### src/rtl/bnn_uart_pkg.sv
// Shared types and constants for the BNN UART input path.
package bnn_uart_pkg;

  typedef logic [7:0] byte_t;

  typedef enum logic [1:0] {
    ST_IDLE,
    ST_LOAD,
    ST_CHECK,
    ST_HOLD
  } state_t;

  localparam byte_t DEFAULT_SYNC_BYTE = 8'hA5;

  // Byte-lane index width; a single-byte payload still needs a 1-bit index.
  function automatic int idx_width(input int n);
    return (n > 1) ? $clog2(n) : 1;
  endfunction

endpackage

### src/rtl/uart_byte_timer.sv
// Inter-byte timeout counter. Loaded with TIMEOUT_CYCLES-1 on every accepted
// byte and counted down once per cycle while running; expire marks the cycle
// in which the TIMEOUT_CYCLES-th consecutive idle cycle is in progress, so a
// byte arriving in that same cycle can still win. Saturates at zero.
module uart_byte_timer #(
  parameter int TIMEOUT_CYCLES = 4096
) (
  input  logic clk,
  input  logic rst_n,
  input  logic load,
  input  logic clear,
  input  logic run,
  output logic expire
);

  localparam int TW = $clog2(TIMEOUT_CYCLES + 1);
  localparam logic [TW-1:0] RELOAD = TW'(TIMEOUT_CYCLES - 1);

  logic [TW-1:0] count;

  // Down-counter: load has priority over clear, clear over counting.
  always_ff @(posedge clk or negedge rst_n) begin
    if (!rst_n) begin
      count <= '0;
    end else if (load) begin
      count <= RELOAD;
    end else if (clear) begin
      count <= '0;
    end else if (run && (count != '0)) begin
      count <= count - TW'(1);
    end
  end

  // Terminal-count compare; only meaningful while the owner is running it.
  assign expire = (count == '0);

endmodule

### src/rtl/bnn_frame_loader.sv
// Sync-hunting frame assembler between the UART receiver and the BNN core.
//
//   state    | meaning
//   ---------+--------------------------------------------------------------
//   ST_IDLE  | hunting for the sync byte, everything else silently dropped
//   ST_LOAD  | collecting payload bytes into the assembly register
//   ST_CHECK | waiting for the XOR checksum byte
//   ST_HOLD  | checked frame presented on frame_data until the core takes it
module bnn_frame_loader
  import bnn_uart_pkg::*;
#(
  parameter int    PAYLOAD_BYTES  = 8,
  parameter byte_t SYNC_BYTE      = DEFAULT_SYNC_BYTE,
  parameter int    TIMEOUT_CYCLES = 4096
) (
  input  logic                       clk,
  input  logic                       rst_n,
  input  logic [7:0]                 rx_data,
  input  logic                       rx_valid,
  input  logic                       rx_err,
  output logic [PAYLOAD_BYTES*8-1:0] frame_data,
  output logic                       frame_valid,
  input  logic                       frame_ready,
  output logic                       busy,
  output logic                       csum_err,
  output logic                       abort_err,
  output logic                       ovf_err
);

  localparam int FW    = PAYLOAD_BYTES * 8;
  localparam int IDX_W = idx_width(PAYLOAD_BYTES);
  localparam logic [IDX_W-1:0] LAST_IDX = IDX_W'(PAYLOAD_BYTES - 1);

  state_t           state;
  logic [IDX_W-1:0] idx;
  byte_t            csum;
  logic [FW-1:0]    asm_q;

  logic in_frame;
  logic sync_hit;
  logic byte_take;
  logic tmr_load;
  logic tmr_clear;
  logic tmr_expire;

  // Timer control: reload on the sync byte and on every accepted frame byte;
  // outside LOAD/CHECK it is held at zero.
  always_comb begin
    in_frame  = (state == ST_LOAD) || (state == ST_CHECK);
    sync_hit  = (state == ST_IDLE) && rx_valid && (rx_data == SYNC_BYTE);
    byte_take = in_frame && rx_valid && !rx_err;
    tmr_load  = sync_hit || byte_take;
    tmr_clear = !in_frame;
  end

  uart_byte_timer #(
    .TIMEOUT_CYCLES(TIMEOUT_CYCLES)
  ) u_timer (
    .clk    (clk),
    .rst_n  (rst_n),
    .load   (tmr_load),
    .clear  (tmr_clear),
    .run    (in_frame),
    .expire (tmr_expire)
  );

  // Frame FSM with assembly register, running checksum and registered outputs.
  // rx_err beats a coincident byte; a coincident byte beats timer expiry.
  always_ff @(posedge clk or negedge rst_n) begin
    if (!rst_n) begin
      state       <= ST_IDLE;
      idx         <= '0;
      csum        <= '0;
      asm_q       <= '0;
      frame_data  <= '0;
      frame_valid <= 1'b0;
      busy        <= 1'b0;
      csum_err    <= 1'b0;
      abort_err   <= 1'b0;
      ovf_err     <= 1'b0;
    end else begin
      csum_err  <= 1'b0;
      abort_err <= 1'b0;
      ovf_err   <= 1'b0;

      unique case (state)
        ST_IDLE: begin
          if (sync_hit) begin
            idx   <= '0;
            csum  <= '0;
            busy  <= 1'b1;
            state <= ST_LOAD;
          end
        end

        ST_LOAD: begin
          if (rx_err) begin
            abort_err <= 1'b1;
            busy      <= 1'b0;
            state     <= ST_IDLE;
          end else if (rx_valid) begin
            for (int i = 0; i < PAYLOAD_BYTES; i++) begin
              if (idx == IDX_W'(i)) asm_q[i*8 +: 8] <= rx_data;
            end
            csum <= csum ^ rx_data;
            if (idx == LAST_IDX) begin
              state <= ST_CHECK;
            end else begin
              idx <= idx + IDX_W'(1);
            end
          end else if (tmr_expire) begin
            abort_err <= 1'b1;
            busy      <= 1'b0;
            state     <= ST_IDLE;
          end
        end

        ST_CHECK: begin
          if (rx_err) begin
            abort_err <= 1'b1;
            busy      <= 1'b0;
            state     <= ST_IDLE;
          end else if (rx_valid) begin
            if (rx_data == csum) begin
              frame_data  <= asm_q;
              frame_valid <= 1'b1;
              state       <= ST_HOLD;
            end else begin
              csum_err <= 1'b1;
              busy     <= 1'b0;
              state    <= ST_IDLE;
            end
          end else if (tmr_expire) begin
            abort_err <= 1'b1;
            busy      <= 1'b0;
            state     <= ST_IDLE;
          end
        end

        ST_HOLD: begin
          if (rx_valid) ovf_err <= 1'b1;
          if (frame_ready) begin
            frame_valid <= 1'b0;
            busy        <= 1'b0;
            state       <= ST_IDLE;
          end
        end

        default: begin
          frame_valid <= 1'b0;
          busy        <= 1'b0;
          state       <= ST_IDLE;
        end
      endcase
    end
  end

endmodule
### config.mk
export PLATFORM = sky130hd
export DESIGN_NAME = bnn_frame_loader
export DESIGN_NICKNAME = d
export VERILOG_FILES = /design/src/rtl/bnn_uart_pkg.sv /design/src/rtl/uart_byte_timer.sv /design/src/rtl/bnn_frame_loader.sv
export SDC_FILE = /design/constraint.sdc
export NUM_CORES = 1
export LEC_CHECK = 0
export BUFFER_PORTS_ARGS = -buffer_cell sky130_fd_sc_hd__buf_2
export CORE_MARGIN = 3
export CORE_UTILIZATION = 58
export DETAILED_ROUTE_END_ITERATION = 7
export GPL_ROUTABILITY_DRIVEN = 0
export PLACE_DENSITY_LB_ADDON = 0.05
export SLEW_MARGIN = 10
export SYNTH_ARGS = -nofsm -noshare
export SYNTH_HDL_FRONTEND = slang
export SYNTH_SLANG_ARGS = --single-unit
### constraint.sdc
create_clock -name clk -period 2.5 [get_ports clk]
set_input_delay 0.125 -clock clk [delete_from_list [all_inputs] [get_ports clk]]
set_output_delay 0.125 -clock clk [all_outputs]
set_load 0.005 [all_outputs]
==> results_dict.tcl <==
set metrics [dict create \
    crit_required_ps 2800 \
    period_needed_ps 2117 \
    cp-start-kind "flop" \
    hold_class "input port to flop" \
    synthArstFlopShare 1.000 \
    setup_tns_ps 0 \
    max_freq_mhz 472.5 \
    yosys_most_used_dff "dfrtp_1" \
    layout_commonest_cell "dfrtp_1" \
    met1_usage 0.3146 \
    cp_slowest_cell "dfrtp_1" \
    globalRoute.totalOverflow 0 \
    design_power_total_w 0.007055 \
    ctsHtreeMaxLevel 4 \
    initial_utilization 0.6008 \
    antenna_found_initial 0 \
    coreArea_mm2 0.01098 \
    grt_pass1_wl_mm 22.32 \
    grt_max_degree 58 \
    slew_viol_final 0 \
    ys_ff_latch 159 \
    status "complete, no violations" \
    final_core_util 0.7112 \
    path_class "flop to flop" \
    critPathCaptureType "flop" \
    clock-root-buffer "clkbuf_16" \
    power_density_mw_per_mm2 903.2 \
    rsz0062_at_grt "false" \
    path_clk_slew_ps 60 \
    routed_wirelength_mm 13.27 \
    grtUsageMet2 0.3495 \
    port_buffers 81 \
    die-height_um 112.7 \
    die_w_um 112.7 \
    vias 4064 \
    critPathArrivalTime_ps 2420 \
    hpwl_mm 8.832 \
    synthDistinctLibCells 40 \
    drc_errors 0 \
    post-route-period-util 0.8466 \
    slowest_delay_ps 420 \
    viasPerCell 5.621 \
    first_pass_iters 4 \
    mostFrequentLayoutCells "dfrtp_1, mux2_2, buf_2" \
    synth_edf_count 0 \
    slew-limit-headroom 0.5758 \
    cap_violations 0 \
    cts_resized 0 \
    cts_inserted_buffers 17 \
    fp-row-count 38 \
    crit_chain "inv_1, ha_1, nand2_1, nor4_4, buf_4, mux2_2" \
    grt_use_total 0.2277 \
    synth_area_mm2 0.006599 \
    p_leak_nw 4.090 \
    ys_seq_area_frac 0.6030 \
    setup_viol 0 \
    syn-num-nets 502 \
    clkSinkCount 159 \
    clk_path_buf_depth 2 \
    fin_worst_skew_ps 8.694 \
    synth_area_per_cell_um2 13.83 \
    io_pins 82 \
    power.ir.vdd_worst_mv 0.6332 \
    drive_above_1_share 0.4271 \
    die_area_mm2 0.01269 \
    tightest_slew_ps 630.5 \
    grt-busiest-layer "met2" \
    wire_per_inst_um 18.35 \
    ant_nets 0 \
    synth_cells 477 \
    antennaDiodeCount 0 \
    path_buf_inv 2 \
    clock_latency_ps 430 \
    yosysWarnings 0 \
    grt_pass1_vias 4270 \
    drt_iter0_markers 349 \
    met3_usage 0.05768 \
    worstPathMaxFanout 25 \
    cts_tree "done" \
    fillers 775 \
    syn2layout_area_growth_pct 18.37 \
    cp_top_family "buffers and inverters" \
    fin_nets 595 \
    hold_viol_final 0 \
]
[final timing paths]
check | start | end | slack (ps) | cells past startpoint
setup / recovery | state[0] | frame_data[35] | 380 | 6
hold / removal | frame_ready | frame_valid | 10 | 3
setup reg to reg | state[0] | frame_data[35] | 380 | 6
hold reg to reg | frame_data[9] | frame_data[9] | 490 | 1
max in group asynchronous | rst_n | u_timer.count[8] | 1510 | 3
min in group asynchronous | rst_n | frame_data[26] | 240 | 2
[power by group]
| group | switching [W] | internal (W) | total (W) |
|---|---|---|---|
| sequential | 0.000243 | 0.00292 | 0.00317 |
| combinational | 0.000742 | 0.000587 | 0.00133 |
| clock | 0.000991 | 0.00157 | 0.00256 |
[cells by family after synthesis]
logic type / after synthesis / synth area share
xor+xnor: 15 / 0.01991
flops: 159 / 0.6030
simple gates: 84 / 0.07054
buf+inv: 31 / 0.02048
fa+ha+maj: 12 / 0.02275
mux: 128 / 0.2184
compound gates: 48 / 0.04494
[what timing repair did]
action	4_1_cts	5_1_grt
setup buffers	0	0
hold endpoints to repair	54	0
hold buffers	1	0
[per-layer routing]
layer  vias up  part of all wire
met4         0             0.019
met1      2081              0.46
met5         -                 0
met2        91              0.48
li1       1871                 -
met3        21             0.040
[state kept, by name (all words and copies together), names as in the netlist]
name	cells
abort_err	1
asm_q	64
busy	1
csum	8
csum_err	1
frame_data	64
frame_valid	1
idx	3
ovf_err	1
state	2
u_timer.count	13
[per-stage QoR]
| step | setup WS [ps] | std cells | area (um2) | hold slack [ps] |
|---|---|---|---|---|
| floorplan | 626.7 | 477 | 6599 | -170.6 |
| global placement | 472.5 | 690 | 7207 | 115.1 |
| detailed placement | 428.7 | 690 | 7207 | 118.9 |
| CTS | 392.3 | 723 | 7811 | 0.3989 |
| global route | 239.9 | 723 | 7811 | 12.65 |
| finish | 383.4 | 723 | 7811 | 9.656 |
[cell type report]
cell class	instances	area [um2]	share of cell area
flip-flops and latches	159	3979	0.5094
clock inverters	10	110.1	0.01410
inverters	11	41.29	0.005286
well taps	140	175.2	0.02243
repair buffers	94	536.8	0.06872
multi-input cells	287	2485	0.3181
clock buffers	22	484.2	0.06199
[synth_stat cells (5+ instances only)]
cell type | n | area [um2]
dfrtp_1 | 159 | 3979
ha_1 | 12 | 150.1
nand3_1 | 6 | 30.03
mux2_2 | 123 | 1385
clkbuf_1 | 11 | 41.29
nor2_1 | 11 | 41.29
xor2_1 | 5 | 43.79
nor2b_1 | 10 | 62.56
xnor2_1 | 10 | 87.58
buf_2 | 6 | 30.03
o21ai_0 | 32 | 160.2
nand2b_1 | 14 | 87.58
inv_1 | 11 | 41.29
mux2_1 | 5 | 56.30
nand2_1 | 19 | 71.32
nand4_1 | 6 | 37.54
[worst reg2reg max path: stages, from the launching register on]
cell     delay (ps)
dfrtp_1         420
inv_1           160
ha_1            250
nand2_1         160
nor4_4          240
buf_4           390
mux2_2          390
Note: power is estimated with default switching activity, not from simulation.
